--- config.mk ---
export PLATFORM = sky130hd
export DESIGN_NAME = alu_muldiv
export DESIGN_NICKNAME = d
export VERILOG_FILES = /design/src/rtl/alu_muldiv.sv
export SDC_FILE = /design/constraint.sdc
export NUM_CORES = 2
export LEC_CHECK = 0
export BUFFER_PORTS_ARGS = -buffer_cell sky130_fd_sc_hd__buf_2
export CELL_PAD_IN_SITES_DETAIL_PLACEMENT = 2
export CELL_PAD_IN_SITES_GLOBAL_PLACEMENT = 2
export CORE_MARGIN = 10
export CORE_UTILIZATION = 40
export CTS_CLUSTER_DIAMETER = 120
export DETAILED_ROUTE_END_ITERATION = 6
export GPL_ROUTABILITY_DRIVEN = 0
export HOLD_SLACK_MARGIN = 0.1
export PLACE_DENSITY = 0.89
export SYNTH_ARGS = -nofsm -noshare
export SYNTH_HDL_FRONTEND = slang
export SYNTH_SLANG_ARGS = --single-unit
--- constraint.sdc ---
create_clock -name clk -period 5.75 [get_ports clk]
set_input_delay 1.4375 -clock clk [delete_from_list [all_inputs] [get_ports clk]]
set_output_delay 1.4375 -clock clk [all_outputs]
set_load 0.02 [all_outputs]
--- src/rtl/alu_muldiv.sv ---
// alu_muldiv: execute-stage ALU with base integer ops plus RV32M multiply/divide.
// Latency: 1 edge for base, MUL* and divide corner cases; D_WIDTH+2 edges for a normal divide/remainder.
// Backpressure: InReady drops while a divide iterates or an unconsumed result is held; result holds until OutReady.
//
// Ports:
//   clk, rst        clock and asynchronous active-high reset
//   Flush           synchronous abort of the operation in flight (wins over a same-edge accept)
//   InValid/InReady input handshake; InReady is combinational
//   ALUControl      [4]=M-extension, [3]=alt (sub/sra), [2:0]=funct3
//   SrcA, SrcB      operands; shifts use SrcB[SH_W-1:0]
//   OutValid/OutReady output handshake
//   ALUResult, Zero registered result and branch flag
//   Busy            high while the restoring divider iterates
module alu_muldiv #(
    parameter  int D_WIDTH = 32,
    localparam int SH_W    = $clog2(D_WIDTH),
    localparam int CNT_W   = $clog2(D_WIDTH) + 1
) (
    input  logic               clk,
    input  logic               rst,
    input  logic               Flush,
    input  logic               InValid,
    output logic               InReady,
    input  logic [4:0]         ALUControl,
    input  logic [D_WIDTH-1:0] SrcA,
    input  logic [D_WIDTH-1:0] SrcB,
    output logic               OutValid,
    input  logic               OutReady,
    output logic [D_WIDTH-1:0] ALUResult,
    output logic               Zero,
    output logic               Busy
);

    typedef enum logic [1:0] {
        S_IDLE = 2'd0,
        S_DIV  = 2'd1,
        S_FIX  = 2'd2,
        S_DONE = 2'd3
    } state_t;

    localparam logic [D_WIDTH-1:0] MOST_NEG = {1'b1, {(D_WIDTH-1){1'b0}}};

    state_t             state_q;
    logic [D_WIDTH-1:0] result_q;
    logic               zero_q;
    logic [D_WIDTH-1:0] quo_q;      // dividend shifts out the top, quotient bits shift in the bottom
    logic [D_WIDTH-1:0] rem_q;
    logic [D_WIDTH-1:0] dvsr_q;
    logic [CNT_W-1:0]   cnt_q;
    logic               q_neg_q;
    logic               r_neg_q;
    logic               is_rem_q;
    logic               zero_pend_q; // Zero sampled at accept, published only when the divide finishes

    // ------------------------------------------------------------------
    // Handshake
    // ------------------------------------------------------------------
    logic accept;

    assign InReady   = (state_q == S_IDLE) || ((state_q == S_DONE) && OutReady);
    assign accept    = InValid && InReady;
    assign OutValid  = (state_q == S_DONE);
    assign Busy      = (state_q == S_DIV);
    assign ALUResult = result_q;
    assign Zero      = zero_q;

    // ------------------------------------------------------------------
    // Op decode
    // ------------------------------------------------------------------
    logic       is_m;
    logic       alt;
    logic [2:0] funct3;

    assign is_m   = ALUControl[4];
    assign alt    = ALUControl[3];
    assign funct3 = ALUControl[2:0];

    // ------------------------------------------------------------------
    // Base integer ops
    // ------------------------------------------------------------------
    logic [D_WIDTH-1:0] base_res;
    logic [SH_W-1:0]    shamt;
    logic               lt_s;
    logic               lt_u;

    assign shamt = SrcB[SH_W-1:0];
    assign lt_s  = $signed(SrcA) < $signed(SrcB);
    assign lt_u  = SrcA < SrcB;

    always_comb begin
        base_res = '0;
        case (funct3)
            3'b000:  base_res = alt ? (SrcA - SrcB) : (SrcA + SrcB);
            3'b001:  base_res = SrcA << shamt;
            3'b010:  base_res = {{(D_WIDTH-1){1'b0}}, lt_s};
            3'b011:  base_res = {{(D_WIDTH-1){1'b0}}, lt_u};
            3'b100:  base_res = SrcA ^ SrcB;
            3'b101:  base_res = alt ? D_WIDTH'($signed(SrcA) >>> shamt) : (SrcA >> shamt);
            3'b110:  base_res = SrcA | SrcB;
            default: base_res = SrcA & SrcB;
        endcase
    end

    // ------------------------------------------------------------------
    // Multiply: sign- or zero-extend each operand to 2*D_WIDTH and keep the
    // low 2*D_WIDTH bits of the product; that is the exact two's-complement
    // product for every signedness combination.
    // ------------------------------------------------------------------
    logic                 mul_a_sgn;
    logic                 mul_b_sgn;
    logic [2*D_WIDTH-1:0] mul_a_ext;
    logic [2*D_WIDTH-1:0] mul_b_ext;
    logic [2*D_WIDTH-1:0] prod;
    logic [D_WIDTH-1:0]   mul_res;

    assign mul_a_sgn = (funct3 == 3'b001) || (funct3 == 3'b010);
    assign mul_b_sgn = (funct3 == 3'b001);
    assign mul_a_ext = {{D_WIDTH{mul_a_sgn & SrcA[D_WIDTH-1]}}, SrcA};
    assign mul_b_ext = {{D_WIDTH{mul_b_sgn & SrcB[D_WIDTH-1]}}, SrcB};
    assign prod      = mul_a_ext * mul_b_ext;
    assign mul_res   = (funct3 == 3'b000) ? prod[D_WIDTH-1:0] : prod[2*D_WIDTH-1:D_WIDTH];

    // ------------------------------------------------------------------
    // Divide setup and single-cycle corner cases
    // ------------------------------------------------------------------
    logic               div_signed;
    logic               div_is_rem;
    logic               a_neg;
    logic               b_neg;
    logic [D_WIDTH-1:0] a_mag;
    logic [D_WIDTH-1:0] b_mag;
    logic               div_by_zero;
    logic               div_ovf;
    logic [D_WIDTH-1:0] div_fast_res;
    logic               go_div;

    assign div_signed  = ~funct3[0];
    assign div_is_rem  = funct3[1];
    assign a_neg       = div_signed & SrcA[D_WIDTH-1];
    assign b_neg       = div_signed & SrcB[D_WIDTH-1];
    assign a_mag       = a_neg ? -SrcA : SrcA;
    assign b_mag       = b_neg ? -SrcB : SrcB;
    assign div_by_zero = (SrcB == '0);
    assign div_ovf     = div_signed && (SrcA == MOST_NEG) && (SrcB == '1);
    assign go_div      = is_m && funct3[2] && !div_by_zero && !div_ovf;

    always_comb begin
        div_fast_res = '0;
        if (div_by_zero) begin
            div_fast_res = div_is_rem ? SrcA : '1;
        end else begin
            div_fast_res = div_is_rem ? '0 : SrcA;
        end
    end

    // Result and Zero for everything that finishes on the accept edge
    logic [D_WIDTH-1:0] imm_res;
    logic               zero_in;

    always_comb begin
        imm_res = base_res;
        if (is_m) begin
            imm_res = funct3[2] ? div_fast_res : mul_res;
        end
    end

    // Only the base SLT/SLTU ops report the comparison; everything else reports A==B
    assign zero_in = (!is_m && (funct3[2:1] == 2'b01)) ? base_res[0] : (SrcA == SrcB);

    // ------------------------------------------------------------------
    // Restoring divide step. rem_q < dvsr_q always holds, so the shifted
    // partial remainder is below 2*dvsr_q and the difference fits D_WIDTH bits.
    // ------------------------------------------------------------------
    logic [D_WIDTH:0]   rem_sh;
    logic [D_WIDTH:0]   rem_diff;
    logic               step_ge;
    logic [D_WIDTH-1:0] rem_step;
    logic [D_WIDTH-1:0] quo_step;

    assign rem_sh   = {rem_q, quo_q[D_WIDTH-1]};
    assign rem_diff = rem_sh - {1'b0, dvsr_q};
    assign step_ge  = ~rem_diff[D_WIDTH];
    assign rem_step = step_ge ? rem_diff[D_WIDTH-1:0] : rem_sh[D_WIDTH-1:0];
    assign quo_step = {quo_q[D_WIDTH-2:0], step_ge};

    logic [D_WIDTH-1:0] quo_fix;
    logic [D_WIDTH-1:0] rem_fix;

    assign quo_fix = q_neg_q ? -quo_q : quo_q;
    assign rem_fix = r_neg_q ? -rem_q : rem_q;

    // ------------------------------------------------------------------
    // Control FSM and datapath registers
    // ------------------------------------------------------------------
    always_ff @(posedge clk or posedge rst) begin
        if (rst) begin
            state_q     <= S_IDLE;
            result_q    <= '0;
            zero_q      <= 1'b0;
            quo_q       <= '0;
            rem_q       <= '0;
            dvsr_q      <= '0;
            cnt_q       <= '0;
            q_neg_q     <= 1'b0;
            r_neg_q     <= 1'b0;
            is_rem_q    <= 1'b0;
            zero_pend_q <= 1'b0;
        end else if (Flush) begin
            // Abort: drop whatever is in flight, leave the last result visible on ALUResult
            state_q <= S_IDLE;
        end else begin
            case (state_q)
                S_IDLE, S_DONE: begin
                    if (accept) begin
                        if (go_div) begin
                            state_q     <= S_DIV;
                            quo_q       <= a_mag;
                            rem_q       <= '0;
                            dvsr_q      <= b_mag;
                            cnt_q       <= '0;
                            q_neg_q     <= a_neg ^ b_neg;
                            r_neg_q     <= a_neg;
                            is_rem_q    <= div_is_rem;
                            zero_pend_q <= zero_in;
                        end else begin
                            state_q  <= S_DONE;
                            result_q <= imm_res;
                            zero_q   <= zero_in;
                        end
                    end else if (state_q == S_DONE && OutReady) begin
                        state_q <= S_IDLE;
                    end
                end
                S_DIV: begin
                    quo_q <= quo_step;
                    rem_q <= rem_step;
                    cnt_q <= cnt_q + CNT_W'(1);
                    if (cnt_q == CNT_W'(D_WIDTH - 1)) begin
                        state_q <= S_FIX;
                    end
                end
                default: begin // S_FIX
                    result_q <= is_rem_q ? rem_fix : quo_fix;
                    zero_q   <= zero_pend_q;
                    state_q  <= S_DONE;
                end
            endcase
        end
    end

endmodule

==> results of run 1 <==
through the flow:
step	cells	instance area, um^2
2_1_floorplan	6967	58140
3_3_place_gp	9475	66890
cell families after synthesis:
family                   after synthesis  synth area share
AND/OR/NAND/NOR                     2064            0.1514
buffers and inverters               1778            0.1176
adder cells (fa/ha/maj)             1479            0.4712
XOR/XNOR                             221           0.03381
AO/OA/AOI/OAI                       1166            0.1317
multiplexers                         118           0.03274
flip-flops                           141           0.06163
==> run summary, run 1 <==
The stage where the run came to a stop is detailed placement (3_5_place_dp). Buffers placed on the I/O ports in this run total 109. The most instantiated flip-flop cell in the synthesis netlist is sky130_fd_sc_hd__dfrtp_1. Counting every instance in the synthesized netlist gives 6967. For this run, the register share of the synthesized area comes to 0.06163. In the synthesized netlist, the cells that appear most often are 1312 x sky130_fd_sc_hd__inv_1, 1128 x sky130_fd_sc_hd__fa_1, 1041 x sky130_fd_sc_hd__nand2_1, 617 x sky130_fd_sc_hd__nor2_1, 351 x sky130_fd_sc_hd__ha_1. The cell accounting for the most synthesized area is sky130_fd_sc_hd__fa_1. Of the post-synthesis cell area, the dominant cell type holds 0.3944.

After synthesis the netlist holds a flip-flop and latch count of 141. Among all cell types in the netlist, the one instantiated most often is sky130_fd_sc_hd__inv_1. The cell area after synthesis came out at 57250 um^2. The run stopped with a tool error. The tool reported: "[ERROR DPL-0033] detailed placement checks failed during check placement". The number of warnings issued by yosys came out at 0. From left edge to right edge, the die measures 398.3 um. The number of enable-type register cells in the synthesized netlist is 0. When the netlist entered floorplanning its net count stood at 8520.

The share of flip-flops with an asynchronous set or reset came out at 1.000. The netlist uses 88 different library cells. The vertical extent of the die came out at 398.3 um. The average instance in the mapped netlist occupies 8.217 um^2.

The standard-cell row count is 138. The number of top-level pins is 110. The post-DP HPWL came out at 364100 um. The starting density of the core is 0.4034. After synthesis, the cell types taking the most area are sky130_fd_sc_hd__fa_1 39%, sky130_fd_sc_hd__inv_1 8.6%, sky130_fd_sc_hd__ha_1 7.7%.
==> inputs of run 2 (changes only) <==
==> config.mk (replaced) <==
export PLATFORM = sky130hd
export DESIGN_NAME = alu_muldiv
export DESIGN_NICKNAME = d
export VERILOG_FILES = /design/src/rtl/alu_muldiv.sv
export SDC_FILE = /design/constraint.sdc
export NUM_CORES = 2
export LEC_CHECK = 0
export BUFFER_PORTS_ARGS = -buffer_cell sky130_fd_sc_hd__buf_2
export CORE_MARGIN = 10
export CORE_UTILIZATION = 25
export DETAILED_ROUTE_END_ITERATION = 6
export GPL_ROUTABILITY_DRIVEN = 0
export PLACE_DENSITY_LB_ADDON = 0.15
export SYNTH_ARGS = -nofsm -noshare
export SYNTH_HDL_FRONTEND = slang
export SYNTH_SLANG_ARGS = --single-unit
==> run 2 against run 1 <==
Against the previous run:
- the flow now finishes, with violations (design-rule violations, negative setup slack)
- area after synthesis did not move
- synthesized cell count did not move
==> run summary, run 2 <==
The flow ran to the end, but the final reports show violations. The final reports fail on design-rule violations, negative setup slack. The number of register bits inferred by synthesis came out at 141. Summing over every cut layer, the via total after detailed routing is 54.08k. The maximum operating frequency came out at 0.1140 GHz. The slew at the pin closest to its max-slew limit is 1.399 ns. The worst pin sits at a relative slew slack of 0.06421. The cell accounting for the most synthesized area is sky130_fd_sc_hd__fa_1. The filler-free cell count of the finished design came out at 10.78k.

In the final layout, the share of cells above drive strength 1 is 0.2140. The setup slack of the most critical reg-to-reg path is 1.25 ns. The start point of the worst hold path is ALUResult[6]. The tightest min-delay check is of the reg -> reg type.

The number of antenna-violating nets in the routed design is 0. The post-DP HPWL is 246700 um. Of the post-synthesis cell area, the dominant cell type holds 0.3944.

The mean post-synth cell area came out at 8.217 um^2. The number of distinct library cells after synthesis is 88. For this configuration, the core starts out at a cell density of 0.2514. The dominant cell by count in the synthesized netlist is sky130_fd_sc_hd__inv_1. In this run the critical register-to-register path is captured at rem_q[11].

Counting instances, the worst hold path has a depth of 2. For the worst flop-to-flop path, the logic depth is 14. OpenSTA, run right after detailed placement, puts the worst setup slack at -4.061 ns.

The number of top-level pins is 110. The routed wire length is 288900 um. In this run, CTS created clock tree buffers numbering 17. For this block, the initial DRC count from the detailed router was 4813. The horizontal extent of the die is 498.5 um. TritonCTS built the clock tree. The number of antenna violations at the first check in global routing was 15.

The setup clock skew after layout came out at 0.01629 ns. The number of buffers inserted by port buffering came out at 109. The aggregate global-route resource usage came out at 0.2267. The most instantiated flip-flop cell in the synthesis netlist is sky130_fd_sc_hd__dfrtp_1.

For the worst setup path, the data arrival time is 9.08 ns. After detailed placement, the total cell area comes to 68760 um^2. Across the run, the number of max-cap violations was 0.

The final-report setup violation count came out at 32. The launching point of the worst reg2reg path is quo_q[31]. In the post-route analysis, the smallest setup slack over all paths is -3.026 ns. The critical path in this run is classified as in -> reg. The net count reported at finish is 9304.

The pin count of the biggest net entering global routing came out at 68. The finished cells cover 72370 um^2. The share of flip-flops with an asynchronous set or reset came out at 1.000. The cell area after synthesis is 57250 um^2. The clock-pin slew reported for the worst setup and hold paths after clock tree synthesis came out at 0.07 ns. The final-report max-slew violation count is 0. STA classifies the critical path startpoint as an input pin. Leaving out fill and tap cells, the most frequent cells in the layout are 1262 x sky130_fd_sc_hd__inv_1, 1085 x sky130_fd_sc_hd__fa_1, 1016 x sky130_fd_sc_hd__nand2_1.

The final clock period utilization by the worst path came out at 1.526. The data required time of the critical path came out at 6.06 ns. STA classifies the critical path endpoint as a register. The total congestion overflow came out at 0. The hold path endpoint is ALUResult[6]. The vertical extent of the die came out at 498.5 um. The maximum fanout count along the critical path came out at 10. The number of detailed-routing iterations run before antenna repair came out at 7. The routed design could run at a clock period as short as 8.776 ns. Of the synthesized area, sequential elements account for 0.06163. After synthesis, the cell types taking the most area are sky130_fd_sc_hd__fa_1 39%, sky130_fd_sc_hd__inv_1 8.6%, sky130_fd_sc_hd__ha_1 7.7%. The cell repeated most along the worst path is sky130_fd_sc_hd__fa_1.

The average wire per standard cell came out at 26.81 um. The tree is rooted in a sky130_fd_sc_hd__clkbuf_16. Setup repair after global routing could not meet its margin everywhere. The number of clock sinks came out at 141. The wire length of the first global-routing pass is 415200 um. Row generation in the floorplan step produced 175 rows. The maximum clock path buffer count is 2. Leaving out fill and tap cells, the most frequent cell in the layout is sky130_fd_sc_hd__inv_1. The number of placed cells counting well taps is 10.66k. The net count of the mapped netlist is 8520.

The number of failing hold endpoints at the final stage is 0. The number of global-route vias before repair came out at 56.58k. In the synthesized netlist, the cells that appear most often are 1312 x sky130_fd_sc_hd__inv_1, 1128 x sky130_fd_sc_hd__fa_1, 1041 x sky130_fd_sc_hd__nand2_1, 617 x sky130_fd_sc_hd__nor2_1, 351 x sky130_fd_sc_hd__ha_1. Clock latency on the worst-skew pair, taken at its later pin, is 0.47 ns. The cell count after synthesis came out at 6967. In this design, the stage delay of the slowest critical-path cell is 0.56 ns. The relative area change from synthesis to final layout came out at 26.41%.

The post-cts hold buffer count is 0. The H-tree was split into 4 levels. Dividing the detail-routed via count by the number of cells gives 5.019. The number of warnings issued by yosys is 0. The post-detailed-route DRC marker count is 5. The region available for standard cell placement spans 227700 um^2. The number of enable-type register cells in the synthesized netlist came out at 0.

The die covers 248500 um^2. The highest-delay cell along the critical path is sky130_fd_sc_hd__fa_1.
-- run 2: cell counts after synthesis --
Identical to the previous run, type by type.
-- run 2: worst max-delay path by stage --
stage / end / slack [ns] / depth (start not counted) / from
5_1_grt: ALUResult[23] / -3.17 / 31 / ALUControl[1]
6_report: ALUResult[16] / -3.03 / 28 / SrcA[31]
3_3_place_gp: ALUResult[16] / -4.11 / 27 / ALUControl[0]
3_5_place_dp: ALUResult[16] / -4.06 / 27 / ALUControl[0]
4_1_cts: ALUResult[23] / -2.93 / 33 / ALUControl[1]
2_1_floorplan: ALUResult[30] / -3.50 / 29 / ALUControl[2]
-- run 2: what timing repair did --
item                       4_1_cts  5_1_grt
cloned                           1        1
setup buffers                   60       28
setup endpoints to repair       32       96
gates resized for setup        382      154
pin swaps                      140       77
-- run 2: kinds of logic (layout without fill, tap and decap cells) --
family / count (synthesis) / in the layout / synth area share
xor gates and xnor gates: 221 / 221 / 0.03381
muxes: 118 / 118 / 0.03274
other: 0 / 5 / 0
buffers and inverters: 1778 / 2573 / 0.1176
and+or+nand+nor: 2064 / 2064 / 0.1514
adders and majority gates: 1479 / 1479 / 0.4712
DFF: 141 / 141 / 0.06163
AOI/OAI and AO/OA: 1166 / 1166 / 0.1317
-- run 2: cell type report --
cell class / count / area (um^2)
Antenna cell: 5 / 12.51
Clock buffer: 19 / 442.9
Clock inverter: 11 / 120.1
Fill cell: 24380 / 155300
Inverter: 1345 / 5124
Multi-Input combinational cell: 5048 / 48870
Sequential cell: 141 / 3530
Tap cell: 3009 / 3765
Timing Repair Buffer: 1198 / 10510
-- run 2: metal layers --
layer	wire [um]	vias up	global-route usage	part of all wire
met1	121600	27890	0.2996	0.42
li1	-	23600	-	-
met4	17140	12	0.1025	0.059
met5	64	-	0	0.00022
met2	131400	2093	0.3665	0.45
met3	18620	491	0.03241	0.064
-- run 2: worst max-delay path, delay by kind of cell --
kind | cells | cell delay [ns]
AO/OA/AOI/OAI | 4 | 1.01
AND/OR/NAND/NOR | 5 | 1.15
adder cells (fa/ha/maj) | 9 | 4.17
XOR/XNOR | 1 | 0.12
buffers and inverters | 9 | 1.15
-- run 2: metrics by stage --
step | hold slack [ns] | utilization | TNS [ns]
2_1_floorplan | 0.4498 | - | -94.69
3_3_place_gp | 0.4539 | 0.3020 | -151.13
3_5_place_dp | 0.4638 | 0.3020 | -148.99
4_1_cts | 0.4787 | 0.3135 | -86.64
5_1_grt | 0.5128 | 0.3178 | -94.63
6_report | 0.4709 | 0.3178 | -88.10
Power of run 2 is left out: the tool's default activity adds up to more than one toggle a clock period on the data nets, which glitch-free logic cannot reach.
